[config.mk]
export PLATFORM = sky130hd
export DESIGN_NAME = midi_rx_flat
export DESIGN_NICKNAME = d
export VERILOG_FILES = /design/src/rtl/midi_rx_if.sv /design/src/rtl/midi_rx.sv /design/src/flat_wrapper.sv
export SDC_FILE = /design/constraint.sdc
export NUM_CORES = 1
export LEC_CHECK = 0
export ABC_AREA = 1
export CORE_MARGIN = 5
export CORE_UTILIZATION = 35
export DETAILED_ROUTE_END_ITERATION = 16
export GPL_TIMING_DRIVEN = 0
export MAX_ROUTING_LAYER = met4
export PLACE_DENSITY = 0.57
export SKIP_LAST_GASP = 1
export SLEW_MARGIN = 20
export SYNTH_ARGS = -nofsm -noshare
export SYNTH_HDL_FRONTEND = slang
export SYNTH_SLANG_ARGS = --single-unit
[constraint.sdc]
create_clock -name clk -period 1.78 [get_ports clk]
set_input_delay 0.178 -clock clk [delete_from_list [all_inputs] [get_ports clk]]
set_output_delay 0.178 -clock clk [all_outputs]
set_load 0.02 [all_outputs]
[src/rtl/midi_rx_if.sv]
// MIDI receiver bus: serial line in, decoded channel / real-time messages out.
// The receiver sources messages (master); the consumer drives the line (slave).
interface midi_rx_if;
    logic       midi_rx;
    logic       msg_valid;
    logic [7:0] msg_status;
    logic [7:0] msg_data1;
    logic [7:0] msg_data2;
    logic       rt_valid;
    logic [7:0] rt_byte;
    logic       frame_err;

    modport master (
        input  midi_rx,
        output msg_valid, msg_status, msg_data1, msg_data2,
        output rt_valid, rt_byte, frame_err
    );

    modport slave (
        output midi_rx,
        input  msg_valid, msg_status, msg_data1, msg_data2,
        input  rt_valid, rt_byte, frame_err
    );
endinterface

[src/rtl/midi_rx.sv]
// MIDI serial receiver: 8N1 bit FSM feeding a running-status channel-message parser,
// with real-time bytes passed straight through.
module midi_rx #(
    parameter int BIT_CNT     = 3200,
    parameter int SYNC_STAGES = 2
) (
    input  logic      clk,
    input  logic      rst,
    midi_rx_if.master bus
);

    localparam int CW = (BIT_CNT > 1) ? $clog2(BIT_CNT) : 1;
    localparam logic [CW-1:0] LAST      = CW'(BIT_CNT - 1);
    localparam logic [CW-1:0] HALF_LAST = CW'(BIT_CNT / 2 - 1);

    typedef enum logic [2:0] {IDLE, START, DATA, STOP, BREAK} state_t;

    logic [SYNC_STAGES-1:0] sync_p;
    logic                   rx_s;
    state_t                 state;
    logic [CW-1:0]          cnt;
    logic [2:0]             bit_idx;
    logic [7:0]             shreg;
    logic [7:0]             run_status;
    logic                   need2;
    logic                   data_idx;
    logic [7:0]             data1_buf;

    // Input synchronizer, idles high so reset never looks like a start bit
    always_ff @(posedge clk or negedge rst) begin
        if (!rst) begin
            sync_p <= '1;
        end else begin
            sync_p[0] <= bus.midi_rx;
            for (int i = 1; i < SYNC_STAGES; i++) sync_p[i] <= sync_p[i-1];
        end
    end

    assign rx_s = sync_p[SYNC_STAGES-1];

    always_ff @(posedge clk or negedge rst) begin
        if (!rst) begin
            state          <= IDLE;
            cnt            <= '0;
            bit_idx        <= '0;
            shreg          <= '0;
            run_status     <= '0;
            need2          <= 1'b0;
            data_idx       <= 1'b0;
            data1_buf      <= '0;
            bus.msg_valid  <= 1'b0;
            bus.msg_status <= '0;
            bus.msg_data1  <= '0;
            bus.msg_data2  <= '0;
            bus.rt_valid   <= 1'b0;
            bus.rt_byte    <= '0;
            bus.frame_err  <= 1'b0;
        end else begin
            bus.msg_valid <= 1'b0;
            bus.rt_valid  <= 1'b0;
            bus.frame_err <= 1'b0;
            case (state)
                IDLE: begin
                    cnt <= '0;
                    if (!rx_s) state <= START;
                end
                START: begin
                    if (cnt == HALF_LAST) begin
                        cnt     <= '0;
                        bit_idx <= '0;
                        state   <= rx_s ? IDLE : DATA;
                    end else begin
                        cnt <= cnt + 1'b1;
                    end
                end
                DATA: begin
                    if (cnt == LAST) begin
                        cnt     <= '0;
                        shreg   <= {rx_s, shreg[7:1]};
                        bit_idx <= bit_idx + 1'b1;
                        if (bit_idx == 3'd7) state <= STOP;
                    end else begin
                        cnt <= cnt + 1'b1;
                    end
                end
                STOP: begin
                    if (cnt == LAST) begin
                        cnt <= '0;
                        if (!rx_s) begin
                            bus.frame_err <= 1'b1;
                            state         <= BREAK;
                        end else begin
                            state <= IDLE;
                            // Byte accepted: real-time bytes bypass the parser entirely
                            if (shreg[7:3] == 5'b11111) begin
                                bus.rt_byte  <= shreg;
                                bus.rt_valid <= 1'b1;
                            end else if (shreg[7:4] == 4'hF) begin
                                run_status <= '0;
                                data_idx   <= 1'b0;
                            end else if (shreg[7]) begin
                                run_status <= shreg;
                                data_idx   <= 1'b0;
                                need2      <= !(shreg[7:4] == 4'hC || shreg[7:4] == 4'hD);
                            end else if (run_status[7]) begin
                                if (!data_idx && !need2) begin
                                    bus.msg_valid  <= 1'b1;
                                    bus.msg_status <= run_status;
                                    bus.msg_data1  <= shreg;
                                    bus.msg_data2  <= '0;
                                end else if (!data_idx) begin
                                    data1_buf <= shreg;
                                    data_idx  <= 1'b1;
                                end else begin
                                    bus.msg_valid  <= 1'b1;
                                    bus.msg_status <= run_status;
                                    bus.msg_data1  <= data1_buf;
                                    bus.msg_data2  <= shreg;
                                    data_idx       <= 1'b0;
                                end
                            end
                        end
                    end else begin
                        cnt <= cnt + 1'b1;
                    end
                end
                BREAK: begin
                    cnt <= '0;
                    if (rx_s) state <= IDLE;
                end
                default: state <= IDLE;
            endcase
        end
    end

endmodule

[src/flat_wrapper.sv]
// flat-port wrapper written by rule: the top's interface ports become plain ports
module midi_rx_flat 
#(
    parameter int BIT_CNT     = 3200,
    parameter int SYNC_STAGES = 2
)
  (clk, rst, bus_midi_rx, bus_msg_valid, bus_msg_status, bus_msg_data1, bus_msg_data2, bus_rt_valid, bus_rt_byte, bus_frame_err);
  midi_rx_if bus_i ();
  input  logic clk;
  input  logic rst;
  input wire logic [$bits(bus_i.midi_rx)-1:0] bus_midi_rx;
  output wire logic [$bits(bus_i.msg_valid)-1:0] bus_msg_valid;
  output wire logic [$bits(bus_i.msg_status)-1:0] bus_msg_status;
  output wire logic [$bits(bus_i.msg_data1)-1:0] bus_msg_data1;
  output wire logic [$bits(bus_i.msg_data2)-1:0] bus_msg_data2;
  output wire logic [$bits(bus_i.rt_valid)-1:0] bus_rt_valid;
  output wire logic [$bits(bus_i.rt_byte)-1:0] bus_rt_byte;
  output wire logic [$bits(bus_i.frame_err)-1:0] bus_frame_err;
  assign bus_i.midi_rx = bus_midi_rx;
  assign bus_msg_valid = bus_i.msg_valid;
  assign bus_msg_status = bus_i.msg_status;
  assign bus_msg_data1 = bus_i.msg_data1;
  assign bus_msg_data2 = bus_i.msg_data2;
  assign bus_rt_valid = bus_i.rt_valid;
  assign bus_rt_byte = bus_i.rt_byte;
  assign bus_frame_err = bus_i.frame_err;
  midi_rx #(.BIT_CNT(BIT_CNT), .SYNC_STAGES(SYNC_STAGES)) u_core (.clk(clk), .rst(rst), .bus(bus_i));
endmodule
## Word level (Yosys, flattened, before mapping)

Index checks and enable logic that the tools add are counted.

- ROM bits: 0
- Register bits after elaboration: 80
- Output and inout bits: 35
- Bits in latches: 0
- Memory bits (writable): 0
- Memories: 0

- Bitwise gates (word level): 5
- Multipliers: 0
- Divide/modulo/power cells: 0
- Shift operators: 0
- Reduce and logical (&&, ||, !) cells: 22
- Equal/unequal tests: 18
- Multiplexer cells: 44
- Add/subtract/negate cells: 2
- Order comparisons: 0

Operators by type and width:

| cell | number |
|---|---|
| 8-bit two-way mux | 8 |
| 12-bit one-hot mux with 3 select lines | 1 |
| 3-bit two-way mux | 9 |
| 12-bit two-way mux | 2 |
| 1-bit two-way mux | 21 |
| 6-bit AND reduction | 3 |
| 3-bit one-hot mux with 5 select lines | 1 |
| 12-bit by 1-bit adder with 12-bit output, second input constant | 1 |
| 12-bit by 11-bit == test with 1-bit output, second input constant | 1 |
| 12-bit == test, second input constant | 1 |
| 4-bit == test, second input constant | 3 |
| 2-bit by 1-bit inequality test with 1-bit output, second input constant | 5 |
| 9-bit AND reduction | 1 |
| 8-bit AND reduction | 1 |
| 3-bit by 2-bit == test with 1-bit output, second input constant | 2 |
| 3-bit == test, second input constant | 2 |
| 3-bit one-hot mux with 2 select lines | 1 |
| 2-bit nonzero test | 3 |
| 3-bit nonzero test | 2 |
| 5-bit == test, second input constant | 1 |
| 1-bit inverter | 5 |
| 5-bit AND reduction | 1 |
| 4-bit AND reduction | 1 |
| 2-bit OR reduction | 2 |
| other kinds (11) | 13 |

## Depth between registers and ports, before layout

Gate-level depths: netlist of run 1.

- Word-level depth: 10
- Mapped depth: 11
- Gate-level depth less buffers: 11

## Least setup slack after synthesis of run 1

OpenSTA, ideal clock, no wires.

- Kind: register to register
- Start: register u_core.cnt[0]
- End: register u_core.bus.rt_byte[1]
- Buffers on the path: 1
- Slack: 233 ps
- Data required time: 1658 ps
- Clock period less this slack: 1547 ps
- Data arrival time: 1426 ps
- Stages on the path, launching flop included: 10
- Path through: dfrtp_1 -> ha_1 -> nand2_1 -> nor2_2 -> nand3_2 -> nor2_2 -> nand3_1 -> buf_2 -> nand2_1 -> o21ai_1

- Cells in the longest elaborated chain, start to end: 2

Ends and longest elaborated chain:

| item | RTL line | RTL |
|---|---|---|
| from (decl) | midi_rx.sv:21 | `logic [CW-1:0] cnt;` |
| from (signal assigned) | midi_rx.sv:73 | `cnt <= cnt + 1'b1;` |
| from (signal assigned) | midi_rx.sv:83 | `cnt <= cnt + 1'b1;` |
| from (signal assigned) | midi_rx.sv:124 | `cnt <= cnt + 1'b1;` |
| 12-bit == test | midi_rx.sv:87 | `if (cnt == LAST) begin` |
| 4-bit AND reduction (no line) | - |  |
| to (signal assigned) | midi_rx.sv:96 | `bus.rt_byte <= shreg;` |
| to (decl) | midi_rx_if.sv:16 | `output rt_valid, rt_byte, frame_err` |

No other way between the ends.
A chain may end at the register's enable or synchronous reset.

## Worst setup path in the final report of run 1

- Start: register u_core.sync_p[1]
- End: register u_core.bus.msg_status[4]

- Cells in the longest elaborated chain, start to end: 1

Ends and longest elaborated chain:

| item | RTL line | RTL |
|---|---|---|
| from (decl) | midi_rx.sv:18 | `logic [SYNC_STAGES-1:0] sync_p;` |
| from (signal assigned) | midi_rx.sv:32 | `sync_p <= '1;` |
| 8-bit AND reduction (no line) | - |  |
| to (signal assigned) | midi_rx.sv:108 | `bus.msg_status <= run_status;` |
| to (signal assigned) | midi_rx.sv:116 | `bus.msg_status <= run_status;` |
| to (decl) | midi_rx_if.sv:15 | `output msg_valid, msg_status, msg_data1, msg_data2,` |

No other way between the ends.

==> flow_summary.html, run 1 <==
<table>
<tr><th>Metric</th><th>Value</th></tr>
<tr><th colspan="2">STA</th></tr>
<tr><td>Period utilization</td><td>between 90% and 100%</td></tr>
<tr><td>Peak clock frequency supported by timing</td><td>601.0 MHz</td></tr>
<tr><td>Endpoints failing setup</td><td>0</td></tr>
<tr><td>RSZ-0062 raised after global routing</td><td>yes</td></tr>
<tr><td>Count of endpoints failing hold in the final timing report</td><td>0</td></tr>
<tr><td>Period minus WS final</td><td>around 1.7 ns</td></tr>
<tr><td>Final-layout setup total negative slack</td><td>0 ns</td></tr>
<tr><td>Worst hold-check slack</td><td>around 0.22 ns</td></tr>
<tr><td>Post-Route Skew</td><td>0.01066 ns</td></tr>
<tr><td>Final number of max-transition violations</td><td>0</td></tr>
<tr><td>Worst setup margin</td><td>0.1162 ns</td></tr>
<tr><th colspan="2">Layout</th></tr>
<tr><td>Syn-to-layout area delta</td><td>22.97%</td></tr>
<tr><td>Number of diodes added for antenna fixing</td><td>0</td></tr>
<tr><td>Filler Cells Inserted</td><td>~1.1k</td></tr>
<tr><td>Final Util</td><td>43.44%</td></tr>
<tr><td>Count of nets after finishing</td><td>528</td></tr>
<tr><td>Layout cells sized above 1</td><td>14.23%</td></tr>
<tr><th colspan="2">GRT</th></tr>
<tr><td>Initial antenna violation count</td><td>0</td></tr>
<tr><td>Total GRT Usage</td><td>between 10% and 20%</td></tr>
<tr><td>Gr ovfl total</td><td>0</td></tr>
<tr><td>Number of global-route vias before repair</td><td>2,871</td></tr>
<tr><td>Largest net degree at the start of global routing</td><td>47</td></tr>
<tr><td>First-pass GRT wire length</td><td>13,770 um</td></tr>
<tr><th colspan="2">Floorplan</th></tr>
<tr><td>Full die area</td><td>~13,000 um2</td></tr>
<tr><td>Number of top-level pins</td><td>38</td></tr>
<tr><td>Number of standard-cell rows in the floorplan</td><td>38</td></tr>
<tr><td>Die height</td><td>114.1 um</td></tr>
<tr><td>Initial standard-cell utilization of the core</td><td>35.33%</td></tr>
<tr><td>Die Span X</td><td>114.1 um</td></tr>
<tr><td>Core region area</td><td>around 11,000 um2</td></tr>
<tr><th colspan="2">CTS</th></tr>
<tr><td>Master cell of the clock root buffer</td><td>sky130_fd_sc_hd__clkbuf_8</td></tr>
<tr><td>Clock buffer count from CTS</td><td>9</td></tr>
<tr><td>Clock tree from TritonCTS</td><td>built</td></tr>
<tr><td>Number of H-tree levels</td><td>3</td></tr>
<tr><td>Clk Latency, worst-skew pair</td><td>0.36 ns</td></tr>
<tr><td>Maximum root-to-sink buffer count</td><td>2</td></tr>
<tr><td>Count of clock tree sinks</td><td>78</td></tr>
<tr><td>Clock transition at the registers of the reported paths</td><td>0.08 ns</td></tr>
<tr><th colspan="2">Critical path</th></tr>
<tr><td>Arrival time at the worst endpoint</td><td>1.91 ns</td></tr>
<tr><td>Class of the most critical setup path</td><td>reg -&gt; reg</td></tr>
<tr><td>Crit. path cell count</td><td>7</td></tr>
<tr><td>Launching element of the worst setup path</td><td>u_core.sync_p[1]</td></tr>
<tr><td>Top cell family by delay on the critical path</td><td>flip-flops</td></tr>
<tr><td>Slowest stage cell, crit path</td><td>sky130_fd_sc_hd__dfstp_2</td></tr>
<tr><td>Sequence of cells on the critical path</td><td>buf_2 &gt; nand3_1 &gt; nor2_1 &gt; nand3_4 &gt; buf_6 &gt; o21ai_1 &gt; inv_1</td></tr>
<tr><td>Longest individual stage delay on the worst path</td><td>0.52 ns</td></tr>
<tr><td>Buffers and inverters on the worst path</td><td>3</td></tr>
<tr><td>Kind of capture point of the worst setup path</td><td>flip-flop</td></tr>
<tr><td>Crit path max fanout</td><td>10</td></tr>
<tr><td>Number of cell instances on the worst register-to-register path</td><td>7</td></tr>
<tr><td>Required arrival time at the worst endpoint</td><td>about 2 ns</td></tr>
<tr><td>Kind of start point of the critical path</td><td>flip-flop</td></tr>
<tr><td>Source of the worst register-to-register timing path</td><td>u_core.sync_p[1]</td></tr>
<tr><th colspan="2">Min path</th></tr>
<tr><td>Worst min-delay path category</td><td>in -&gt; reg</td></tr>
<tr><td>Startpoint of the worst hold path</td><td>bus_midi_rx</td></tr>
<tr><td>Worst hold path depth</td><td>1</td></tr>
<tr><th colspan="2">Route</th></tr>
<tr><td>Number of DRC violations after detailed routing</td><td>0</td></tr>
<tr><td>Final Routed Wirelength</td><td>8071 um</td></tr>
<tr><td>Antenna viol nets, final</td><td>0</td></tr>
<tr><td>Vias</td><td>between 3k and 4k</td></tr>
<tr><td>Number of iterations in the first detailed-routing pass</td><td>4</td></tr>
<tr><td>Number of DRC violations after detailed-routing iteration 0</td><td>194</td></tr>
<tr><td>WL per Instance</td><td>12.10 um</td></tr>
<tr><td>Via count normalized by instance count</td><td>4.523</td></tr>
<tr><th colspan="2">Placed design</th></tr>
<tr><td>Post-placement setup slack</td><td>-0.1278 ns</td></tr>
<tr><td>I/O Buffers</td><td>35</td></tr>
<tr><td>Gpl congestion</td><td>roughly 0.87</td></tr>
<tr><td>HPWL reported at the end of detailed placement</td><td>5837 um</td></tr>
<tr><th colspan="2">Pwr</th></tr>
<tr><td>LEAKAGE</td><td>about 0.0024 uW</td></tr>
<tr><td>Overall power of the completed layout</td><td>3227 uW</td></tr>
<tr><td>Maximum VDD drop</td><td>0.2800 mV</td></tr>
<tr><td>Power per Cell Area</td><td>691.4 nW/um2</td></tr>
<tr><th colspan="2">Run</th></tr>
<tr><td>Max-Cap Viols</td><td>0</td></tr>
<tr><th colspan="2">Logic synthesis</th></tr>
<tr><td>Fraction of the yosys area taken by sequential cells</td><td>about half</td></tr>
<tr><td>Synth Area per Inst</td><td>8.111 um2</td></tr>
<tr><td>Netlist area before placement</td><td>3796 um2</td></tr>
<tr><td>Synthesis-stage register bit count</td><td>78</td></tr>
<tr><td>Number of unique standard cell types used by synthesis</td><td>35</td></tr>
<tr><td>Warning count from the yosys run</td><td>0</td></tr>
<tr><td>Number of standard cells after synthesis</td><td>between 400 and 500</td></tr>
<tr><th colspan="2">Run status</th></tr>
<tr><td>Outcome</td><td>completed</td></tr>
</table>
-- synth_stat cells --
cell type | count | area share (%)
sky130_fd_sc_hd__a21oi_1 | 5 | 0.66
sky130_fd_sc_hd__a21oi_2 | 3 | 0.69
sky130_fd_sc_hd__buf_2 | 4 | 0.53
sky130_fd_sc_hd__buf_4 | 2 | 0.40
sky130_fd_sc_hd__buf_6 | 4 | 1.2
sky130_fd_sc_hd__buf_8 | 1 | 0.40
sky130_fd_sc_hd__clkbuf_1 | 2 | 0.20
sky130_fd_sc_hd__conb_1 | 1 | 0.099
sky130_fd_sc_hd__dfrtp_1 | 76 | 50
sky130_fd_sc_hd__dfstp_2 | 2 | 1.4
sky130_fd_sc_hd__ha_1 | 3 | 0.99
sky130_fd_sc_hd__inv_1 | 68 | 6.7
sky130_fd_sc_hd__inv_2 | 4 | 0.40
sky130_fd_sc_hd__mux2i_1 | 1 | 0.26
sky130_fd_sc_hd__nand2_1 | 143 | 14
sky130_fd_sc_hd__nand2_2 | 5 | 0.82
sky130_fd_sc_hd__nand2_4 | 3 | 0.89
sky130_fd_sc_hd__nand3_1 | 21 | 2.8
sky130_fd_sc_hd__nand3_2 | 1 | 0.26
sky130_fd_sc_hd__nand3_4 | 1 | 0.46
sky130_fd_sc_hd__nand4_1 | 7 | 1.2
sky130_fd_sc_hd__nand4_2 | 1 | 0.33
sky130_fd_sc_hd__nor2_1 | 42 | 4.2
sky130_fd_sc_hd__nor2_2 | 5 | 0.82
sky130_fd_sc_hd__nor2_4 | 5 | 1.5
sky130_fd_sc_hd__nor2_8 | 1 | 0.53
sky130_fd_sc_hd__nor3_1 | 2 | 0.26
sky130_fd_sc_hd__nor4_1 | 2 | 0.33
sky130_fd_sc_hd__o21a_1 | 1 | 0.20
sky130_fd_sc_hd__o21ai_0 | 14 | 1.8
sky130_fd_sc_hd__o21ai_1 | 31 | 4.1
sky130_fd_sc_hd__o22ai_1 | 1 | 0.16
sky130_fd_sc_hd__o31ai_1 | 1 | 0.20
sky130_fd_sc_hd__or2_2 | 1 | 0.16
sky130_fd_sc_hd__xor2_1 | 4 | 0.92
-- worst register-to-register path, delay by kind of cell (launching register included) --
kind / cells / cell delay, ns
flops: 1 / 0.52
simple gates: 3 / 0.48
compound gates: 1 / 0.12
buf+inv: 3 / 0.45
-- metal layers --
layer / routed length, um / global-route usage (%) / vias up / share of wire (%)
li1: - / - / 1555 / -
met1: 3867 / 17.54 / 1398 / 48
met2: 3793 / 20.96 / 54 / 47
met3: 277 / 2.537 / 10 / 3.4
met4: 133 / 5.701 / 0 / 1.6
met5: 0 / - / - / 0
-- state kept, by name (all words and copies together), names as in the netlist, 2 cells and up --
signal                 flops
u_core.bit_idx             3
u_core.data1_buf           7
u_core.state               3
u_core.run_status          8
u_core.shreg               8
u_core.sync_p              2
u_core.bus.msg_data2       7
u_core.bus.msg_data1       7
u_core.bus.msg_status      8
u_core.bus.rt_byte         8
u_core.cnt                12
-- cell type report --
cell class	count	area, um2	share of cell area [%]
tap	140	175.2	3.752
inverter	72	270.3	5.789
multi-input combinational	306	1526	32.70
clock inverter	6	68.82	1.474
sequential	78	1956	41.89
timing repair buffer	42	422.9	9.059
clock buffer	10	137.6	2.948
buffer	13	111.4	2.385
-- cell usage in the layout, fill, tap and decap left out, types with 3 or more instances in the layout --
| cell | instances |
|---|---|
| sky130_fd_sc_hd__a21oi_1 | 5 |
| sky130_fd_sc_hd__nand2_1 | 142 |
| sky130_fd_sc_hd__nand2_2 | 6 |
| sky130_fd_sc_hd__clkdlybuf4s50_1 | 34 |
| sky130_fd_sc_hd__inv_1 | 66 |
| sky130_fd_sc_hd__dfrtp_1 | 75 |
| sky130_fd_sc_hd__nor2_4 | 7 |
| sky130_fd_sc_hd__nand2_4 | 3 |
| sky130_fd_sc_hd__inv_2 | 6 |
| sky130_fd_sc_hd__a21oi_2 | 3 |
| sky130_fd_sc_hd__o21ai_0 | 14 |
| sky130_fd_sc_hd__nand4_1 | 7 |
| sky130_fd_sc_hd__buf_6 | 5 |
| sky130_fd_sc_hd__nor2_1 | 39 |
| sky130_fd_sc_hd__nand3_1 | 20 |
| sky130_fd_sc_hd__xor2_1 | 4 |
| sky130_fd_sc_hd__clkbuf_8 | 10 |
| sky130_fd_sc_hd__o21ai_1 | 31 |
| sky130_fd_sc_hd__buf_4 | 9 |
| sky130_fd_sc_hd__nor2_2 | 6 |
-- power breakdown --
| group | total, uW | switching (uW) | leakage, uW | internal, uW |
|---|---|---|---|---|
| Clock | 1390 | 696 | 0.000103 | 696 |
| Sequential | 1770 | 0.523 | 0.00107 | 1770 |
| Combinational | 61.1 | 45.5 | 0.00124 | 15.5 |
-- what timing repair did --
| item | 4_1_cts | 5_1_grt |
|---|---|---|
| endpoints found under the hold margin | 32 | 0 |
| endpoints found under the setup margin | 16 | 57 |
| gates resized for setup | 4 | 14 |
| setup buffers | 1 | 4 |
| pin swaps | 0 | 4 |
| hold buffers | 1 | 0 |
-- worst paths after layout --
kind                                       endpoint  slack [ns]
min                                u_core.sync_p[0]        0.22
max reg2reg                u_core.bus.msg_status[4]        0.12
max in group asynchronous          u_core.sync_p[1]        0.82
max                        u_core.bus.msg_status[4]        0.12
min in group asynchronous  u_core.bus.msg_status[3]        0.32
min reg2reg                        u_core.sync_p[1]        0.37
-- kinds of logic (layout without fill, tap and decap cells) --
kind of cell,Yosys count,in the layout,synth area share [%]
adder cells (fa/ha/maj),3,3,0.9889
AO/OA/AOI/OAI,56,56,7.845
flip-flops,78,78,51.48
buffers and inverters,85,143,9.822
multiplexers,1,1,0.2637
AND/OR/NAND/NOR,240,240,28.58
other,1,2,0.09878
XOR/XNOR,4,4,0.9228
-- stage by stage --
stage	instances	instance area [um2]
3_3_place_gp	644	4325
2_1_floorplan	469	3800
6_report	667	4668
5_1_grt	667	4668
3_5_place_dp	645	4350
4_1_cts	663	4589
Note: power is estimated with default switching activity, not from simulation.
==> run 2, diff against run 1 <==
Settings changed: CORE_UTILIZATION 35 to 38, PLACE_DENSITY 0.57 to 0.61.
==> flow_summary.html, run 2 (same netlist as run 1, synthesis figures left out) <==
<table>
<tr><th>Metric</th><th>Value</th></tr>
<tr><th colspan="2">Run status</th></tr>
<tr><td>Outcome</td><td>completed</td></tr>
<tr><th colspan="2">GRT</th></tr>
<tr><td>Total GRT Usage</td><td>between 10 and 15%</td></tr>
<tr><td>Number of global-route vias before repair</td><td>2,941</td></tr>
<tr><td>Largest net degree at the start of global routing</td><td>46</td></tr>
<tr><td>First-pass GRT wire length</td><td>13,800 um</td></tr>
<tr><td>Gr ovfl total</td><td>0</td></tr>
<tr><td>Initial antenna violation count</td><td>0</td></tr>
<tr><th colspan="2">Min path</th></tr>
<tr><td>Startpoint of the worst hold path</td><td>bus_midi_rx</td></tr>
<tr><td>Worst min-delay path category</td><td>in -&gt; reg</td></tr>
<tr><th colspan="2">Placed design</th></tr>
<tr><td>Gpl congestion</td><td>0.8686</td></tr>
<tr><td>Placed cell areas</td><td>4342 um2</td></tr>
<tr><td>Post-placement setup slack</td><td>-0.1044 ns</td></tr>
<tr><td>I/O Buffers</td><td>35</td></tr>
<tr><td>HPWL reported at the end of detailed placement</td><td>5740 um</td></tr>
<tr><th colspan="2">Route</th></tr>
<tr><td>Final Routed Wirelength</td><td>8074 um</td></tr>
<tr><td>WL per Instance</td><td>12.18 um</td></tr>
<tr><td>Number of DRC violations after detailed routing</td><td>0</td></tr>
<tr><td>Number of iterations in the first detailed-routing pass</td><td>4</td></tr>
<tr><td>Antenna viol nets, final</td><td>0</td></tr>
<tr><td>Vias</td><td>3,048</td></tr>
<tr><td>Number of DRC violations after detailed-routing iteration 0</td><td>120</td></tr>
<tr><td>Via count normalized by instance count</td><td>~4.6</td></tr>
<tr><th colspan="2">STA</th></tr>
<tr><td>Worst setup margin</td><td>0.09930 ns</td></tr>
<tr><td>RSZ-0062 raised after global routing</td><td>yes</td></tr>
<tr><td>Count of endpoints failing hold in the final timing report</td><td>0</td></tr>
<tr><td>Peak clock frequency supported by timing</td><td>595.0 MHz</td></tr>
<tr><td>Post-Route Skew</td><td>0.008430 ns</td></tr>
<tr><td>Endpoints failing setup</td><td>0</td></tr>
<tr><td>Period minus WS final</td><td>1.681 ns</td></tr>
<tr><td>Final number of max-transition violations</td><td>0</td></tr>
<tr><td>Period utilization</td><td>94.42%</td></tr>
<tr><th colspan="2">CTS</th></tr>
<tr><td>Master cell of the clock root buffer</td><td>sky130_fd_sc_hd__clkbuf_8</td></tr>
<tr><td>Count of clock tree sinks</td><td>78</td></tr>
<tr><td>Maximum root-to-sink buffer count</td><td>2</td></tr>
<tr><td>Clock transition at the registers of the reported paths</td><td>0.09 ns</td></tr>
<tr><td>Clk Latency, worst-skew pair</td><td>0.35 ns</td></tr>
<tr><td>Clock buffer count from CTS</td><td>9</td></tr>
<tr><td>Number of H-tree levels</td><td>3</td></tr>
<tr><td>Clock tree from TritonCTS</td><td>built</td></tr>
<tr><th colspan="2">Floorplan</th></tr>
<tr><td>Number of standard-cell rows in the floorplan</td><td>36</td></tr>
<tr><td>Die Span X</td><td>110.0 um</td></tr>
<tr><td>Number of top-level pins</td><td>38</td></tr>
<tr><td>Initial standard-cell utilization of the core</td><td>38.84%</td></tr>
<tr><td>Core region area</td><td>9774 um2</td></tr>
<tr><td>Die height</td><td>110.0 um</td></tr>
<tr><td>Full die area</td><td>roughly 12,000 um2</td></tr>
<tr><th colspan="2">Critical path</th></tr>
<tr><td>Crit path max fanout</td><td>8</td></tr>
<tr><td>Class of the most critical setup path</td><td>reg -&gt; reg</td></tr>
<tr><td>Kind of start point of the critical path</td><td>flip-flop</td></tr>
<tr><td>Longest individual stage delay on the worst path</td><td>0.38 ns</td></tr>
<tr><td>Kind of capture point of the worst setup path</td><td>flip-flop</td></tr>
<tr><td>Sequence of cells on the critical path</td><td>ha_2 &gt; nand2_2 &gt; inv_2 &gt; nand2_4 &gt; nor2_8 &gt; nand3_4 &gt; clkbuf_16 &gt; o21ai_1 &gt; inv_1</td></tr>
<tr><td>Slowest stage cell, crit path</td><td>sky130_fd_sc_hd__dfrtp_1</td></tr>
<tr><td>Required arrival time at the worst endpoint</td><td>roughly 2 ns</td></tr>
<tr><td>Arrival time at the worst endpoint</td><td>1.93 ns</td></tr>
<tr><td>Source of the worst register-to-register timing path</td><td>u_core.cnt[0]</td></tr>
<tr><td>Launching element of the worst setup path</td><td>u_core.cnt[0]</td></tr>
<tr><th colspan="2">Layout</th></tr>
<tr><td>Top register by number of flip-flops</td><td>u_core.cnt</td></tr>
<tr><td>Post-Layout Inst Area</td><td>4683 um2</td></tr>
<tr><td>Count of nets after finishing</td><td>531</td></tr>
<tr><td>Layout cells sized above 1</td><td>14.34%</td></tr>
<tr><td>Largest register FFs</td><td>12</td></tr>
<tr><td>Most common cell after layout, fill and taps aside</td><td>sky130_fd_sc_hd__nand2_1</td></tr>
<tr><td>Syn-to-layout area delta</td><td>23.37%</td></tr>
<tr><td>Most used cells in the layout excluding fill and tap cells</td><td>sky130_fd_sc_hd__nand2_1, sky130_fd_sc_hd__dfrtp_1, sky130_fd_sc_hd__inv_1, sky130_fd_sc_hd__nor2_1, sky130_fd_sc_hd__clkdlybuf4s50_1</td></tr>
<tr><td>Final Util</td><td>between 40% and 50%</td></tr>
<tr><td>Number of diodes added for antenna fixing</td><td>0</td></tr>
<tr><th colspan="2">Pwr</th></tr>
<tr><td>LEAKAGE</td><td>0.002420 uW</td></tr>
<tr><td>Maximum VDD drop</td><td>0.4668 mV</td></tr>
<tr><td>Power per Cell Area</td><td>676.3 nW/um2</td></tr>
<tr><td>Overall power of the completed layout</td><td>3167 uW</td></tr>
<tr><th colspan="2">Run</th></tr>
<tr><td>Max-Cap Viols</td><td>0</td></tr>
</table>
run 2: where the power goes:
part           internal, uW  leakage, uW  switching [uW]  total (uW)
Clock                   658     0.000101             673        1330
Sequential             1770      0.00107            4.58        1780
Combinational          14.8      0.00125            42.3        57.1
Total                  2450      0.00242             720        3170
run 2: area by class of cell:
cell class              count  area, um2
repair buffers             46      470.5
plain buffers              12      103.9
fillers                   967       5091
inverters                  72      270.3
clock inverters             6      70.07
multi-input cells         306       1518
clock buffers              10      127.6
well taps                 133      166.4
flip-flops and latches     78       1957
run 2: critical path: cells and delay by family (launching register included):
kind	cells	cell delay (ns)
buffers and inverters	3	0.33
DFF	1	0.38
adders and majority gates	1	0.21
and+or+nand+nor	4	0.55
AOI/OAI and AO/OA	1	0.11
run 2: worst paths after layout:
| kind | end | slack (ns) | depth (start not counted) |
|---|---|---|---|
| setup / recovery | u_core.bus.msg_data1[3] | 0.1 | 9 |
| hold / removal | u_core.sync_p[0] | 0.24 | 1 |
| setup reg to reg | u_core.bus.msg_data1[3] | 0.1 | 9 |
| hold reg to reg | u_core.sync_p[1] | 0.36 | 0 |
| max in group asynchronous | u_core.sync_p[1] | 0.83 | 3 |
| min in group asynchronous | u_core.bus.msg_status[5] | 0.32 | 2 |
run 2: what timing repair did:
action                                  in CTS  in global routing
buffers inserted                             0                  8
endpoints found under the hold margin       32                  0
resized for setup                            4                 12
gates cloned                                 0                  1
hold buffers                                 1                  0
pin swaps                                    0                  3
endpoints found under the setup margin      12                 58
run 2: metal layers:
metal  global-route usage [%]  part of all wire, %  vias to the layer above
li1                         -                    -                     1555
met1                    18.51                   47                     1438
met2                    24.26                   49                       45
met3                    3.582                  3.7                       10
met4                    4.274                  1.2                        0
met5                        -                    0                        -
run 2: through the flow:
step           cells  hold slack, ns  TNS [ns]
6_report         663          0.2372         0
5_1_grt          663          0.2279  -0.04055
4_1_cts          655          0.2308         0
3_5_place_dp     638          0.1735   -0.6464
3_3_place_gp     637          0.3469   -176.45
2_1_floorplan    469         -0.1176         0
==> run 3, diff against run 2 <==
Settings changed: CTS_BUF_LIST set to sky130_fd_sc_hd__clkbuf_8, GPL_TIMING_DRIVEN 0 to 1, HOLD_SLACK_MARGIN set to 0.15.
==> flow_summary.html, run 3 (same netlist as run 1, synthesis figures left out) <==
<table>
<tr><th>Metric</th><th>Value</th></tr>
<tr><th colspan="2">Route</th></tr>
<tr><td>Number of DRC violations after detailed routing</td><td>0</td></tr>
<tr><td>Number of DRC violations after detailed-routing iteration 0</td><td>135</td></tr>
<tr><td>Vias</td><td>roughly 3.0k</td></tr>
<tr><td>WL per Instance</td><td>around 12 um</td></tr>
<tr><td>Antenna viol nets, final</td><td>0</td></tr>
<tr><td>Via count normalized by instance count</td><td>~4.5</td></tr>
<tr><td>Final Routed Wirelength</td><td>7707 um</td></tr>
<tr><td>Number of iterations in the first detailed-routing pass</td><td>4</td></tr>
<tr><th colspan="2">Layout</th></tr>
<tr><td>Post-Layout Cell Count</td><td>around 660</td></tr>
<tr><td>Area of all sequential standard cells</td><td>just under 2000 um2</td></tr>
<tr><td>Largest register FFs</td><td>12</td></tr>
<tr><td>Number of diodes added for antenna fixing</td><td>0</td></tr>
<tr><td>Combined area of the multi-input logic cells</td><td>1493 um2</td></tr>
<tr><td>Final Util</td><td>47.31%</td></tr>
<tr><td>Syn-to-layout area delta</td><td>21.82%</td></tr>
<tr><td>Most common cell after layout, fill and taps aside</td><td>sky130_fd_sc_hd__nand2_1</td></tr>
<tr><td>Count of nets after finishing</td><td>527</td></tr>
<tr><td>Top register by number of flip-flops</td><td>u_core.cnt</td></tr>
<tr><td>Layout cells sized above 1</td><td>14.07%</td></tr>
<tr><td>Filler Cells Inserted</td><td>984</td></tr>
<tr><td>Most used cells in the layout excluding fill and tap cells</td><td>sky130_fd_sc_hd__nand2_1, sky130_fd_sc_hd__dfrtp_1, sky130_fd_sc_hd__inv_1, sky130_fd_sc_hd__nor2_1, sky130_fd_sc_hd__clkdlybuf4s50_1</td></tr>
<tr><th colspan="2">GRT</th></tr>
<tr><td>Number of global-route vias before repair</td><td>2,879</td></tr>
<tr><td>Largest net degree at the start of global routing</td><td>44</td></tr>
<tr><td>Gr ovfl total</td><td>0</td></tr>
<tr><td>First-pass GRT wire length</td><td>13,420 um</td></tr>
<tr><td>Most heavily used metal layer in global routing</td><td>met2</td></tr>
<tr><td>Met1 track demand over resource in global routing</td><td>a little under a fifth</td></tr>
<tr><td>Met3 track utilization from global routing</td><td>3.523%</td></tr>
<tr><td>Total GRT Usage</td><td>14.50%</td></tr>
<tr><td>Initial antenna violation count</td><td>0</td></tr>
<tr><td>Fraction of met2 tracks used by global routing</td><td>23.35%</td></tr>
<tr><th colspan="2">Floorplan</th></tr>
<tr><td>Number of top-level pins</td><td>38</td></tr>
<tr><td>Full die area</td><td>12,090 um2</td></tr>
<tr><td>Core region area</td><td>9774 um2</td></tr>
<tr><td>Die Span X</td><td>110.0 um</td></tr>
<tr><td>Die height</td><td>110.0 um</td></tr>
<tr><td>Number of standard-cell rows in the floorplan</td><td>36</td></tr>
<tr><td>Initial standard-cell utilization of the core</td><td>38.84%</td></tr>
<tr><th colspan="2">Run</th></tr>
<tr><td>Max-Cap Viols</td><td>0</td></tr>
<tr><th colspan="2">Critical path</th></tr>
<tr><td>Terminus of the critical flop-to-flop path</td><td>u_core.run_status[7]</td></tr>
<tr><td>Source of the worst register-to-register timing path</td><td>u_core.cnt[0]</td></tr>
<tr><td>Slowest stage cell, crit path</td><td>sky130_fd_sc_hd__dfrtp_1</td></tr>
<tr><td>Launching element of the worst setup path</td><td>u_core.cnt[0]</td></tr>
<tr><td>Worst reg2reg setup slack</td><td>0.13 ns</td></tr>
<tr><td>Crit path max fanout</td><td>7</td></tr>
<tr><td>Number of cell instances on the worst register-to-register path</td><td>10</td></tr>
<tr><td>Required arrival time at the worst endpoint</td><td>around 2.0 ns</td></tr>
<tr><td>Kind of start point of the critical path</td><td>flip-flop</td></tr>
<tr><td>Longest individual stage delay on the worst path</td><td>~0.38 ns</td></tr>
<tr><td>Sequence of cells on the critical path</td><td>ha_2 &gt; nand2_1 &gt; nor2_4 &gt; nand3_2 &gt; buf_4 &gt; nor2_1 &gt; nand4_1 &gt; buf_4 &gt; nand2_1 &gt; nand2_1</td></tr>
<tr><td>Most frequent CP cell</td><td>sky130_fd_sc_hd__nand2_1</td></tr>
<tr><td>Kind of capture point of the worst setup path</td><td>flip-flop</td></tr>
<tr><td>Class of the most critical setup path</td><td>reg -&gt; reg</td></tr>
<tr><td>Top cell family by delay on the critical path</td><td>simple AND/OR/NAND/NOR gates</td></tr>
<tr><td>Arrival time at the worst endpoint</td><td>1.89 ns</td></tr>
<tr><td>Crit. path cell count</td><td>10</td></tr>
<tr><td>Capture point of the critical path</td><td>u_core.run_status[7]</td></tr>
<tr><td>Buffers and inverters on the worst path</td><td>2</td></tr>
<tr><th colspan="2">STA</th></tr>
<tr><td>Peak clock frequency supported by timing</td><td>between 600 and 700 MHz</td></tr>
<tr><td>Measured slew at the worst slew-check pin</td><td>approximately 0.57 ns</td></tr>
<tr><td>RSZ-0062 raised after global routing</td><td>yes</td></tr>
<tr><td>Relative slew margins</td><td>between 60 and 70%</td></tr>
<tr><td>Final number of max-transition violations</td><td>0</td></tr>
<tr><td>Endpoints failing setup</td><td>0</td></tr>
<tr><td>Count of endpoints failing hold in the final timing report</td><td>0</td></tr>
<tr><td>Period minus WS final</td><td>1.648 ns</td></tr>
<tr><td>Post-Route Skew</td><td>0.01142 ns</td></tr>
<tr><td>Worst hold-check slack</td><td>about 0.24 ns</td></tr>
<tr><td>Period utilization</td><td>~93%</td></tr>
<tr><th colspan="2">Min path</th></tr>
<tr><td>Worst min-delay path category</td><td>in -&gt; reg</td></tr>
<tr><th colspan="2">Run status</th></tr>
<tr><td>Outcome</td><td>completed</td></tr>
<tr><th colspan="2">CTS</th></tr>
<tr><td>Maximum root-to-sink buffer count</td><td>2</td></tr>
<tr><td>Clock transition at the registers of the reported paths</td><td>0.09 ns</td></tr>
<tr><td>Clock tree from TritonCTS</td><td>built</td></tr>
<tr><td>Number of H-tree levels</td><td>3</td></tr>
<tr><td>Master cell of the clock root buffer</td><td>sky130_fd_sc_hd__clkbuf_8</td></tr>
<tr><td>Clk Latency, worst-skew pair</td><td>0.36 ns</td></tr>
<tr><td>Clock buffer count from CTS</td><td>9</td></tr>
<tr><td>Count of clock tree sinks</td><td>just under 80</td></tr>
<tr><th colspan="2">Pwr</th></tr>
<tr><td>LEAKAGE</td><td>0.002399 uW</td></tr>
<tr><td>Maximum VDD drop</td><td>0.3655 mV</td></tr>
<tr><td>Power per Cell Area</td><td>694.6 nW/um2</td></tr>
<tr><th colspan="2">Placed design</th></tr>
<tr><td>DP Cell Count</td><td>between 600 and 700</td></tr>
<tr><td>Gpl congestion</td><td>0.8479</td></tr>
<tr><td>HPWL reported at the end of detailed placement</td><td>5632 um</td></tr>
<tr><td>I/O Buffers</td><td>35</td></tr>
</table>
run 3: repair_timing:
action	4_1_cts	5_1_grt
hold buffers	1	0
resized for setup	0	9
setup endpoints to repair	0	55
hold endpoints to repair	31	0
buffers inserted	0	5
run 3: worst reg2reg max path, delay by kind of cell, from the launching register on:
kind	cells	cell delay, ns
adder cells (fa/ha/maj)	1	0.20
flip-flops	1	0.38
buffers and inverters	2	0.32
AND/OR/NAND/NOR	7	0.63
run 3: final cells by class:
| type | count | area share (%) |
|---|---|---|
| Clock inverter | 6 | 1.488 |
| Sequential cell | 78 | 42.26 |
| Clock buffer | 10 | 2.976 |
| Tap cell | 133 | 3.598 |
| Multi-Input combinational cell | 306 | 32.28 |
| Timing Repair Buffer | 54 | 11.55 |
| Inverter | 72 | 5.844 |
run 3: per-stage QoR:
| step | cell area (um2) | setup WS [ns] | power (uW) | TNS [ns] |
|---|---|---|---|---|
| after detailed placement | 4334 | 0.06447 | 1869 | 0 |
| after global routing | 4624 | -0.001125 | 3342 | -0.001125 |
| after CTS | 4551 | 0.03567 | 3265 | 0 |
| after floorplan | 3800 | 0.2326 | 1823 | 0 |
| final | 4624 | 0.1319 | 3212 | 0 |
| after global placement | 4334 | 0.1339 | 1868 | 0 |
run 3: routing by layer:
layer	vias up	part of all wire [%]	wire length (um)
met5	-	0	0
met4	0	1.5	119
met3	14	4.0	312
met2	50	48	3663
met1	1364	47	3611
li1	1553	-	-
run 3: worst min path at each step:
stage                                    end  cells past startpoint   startpoint
floorplan                  u_core.bit_idx[0]                      0          rst
global placement    u_core.bus.msg_status[5]                      1          rst
detailed placement      u_core.run_status[4]                      1          rst
CTS                         u_core.sync_p[0]                      1  bus_midi_rx
global route                u_core.sync_p[0]                      1  bus_midi_rx
finish                      u_core.sync_p[0]                      1  bus_midi_rx
run 3: report_power, final:
part | total (uW) | leakage, uW | internal [uW] | switching [uW]
combinational | 53.0 | 0.00123 | 11.4 | 41.5
sequential | 1780 | 0.00107 | 1770 | 3.87
clock | 1380 | 0.000103 | 696 | 685
total | 3210 | 0.00240 | 2480 | 730
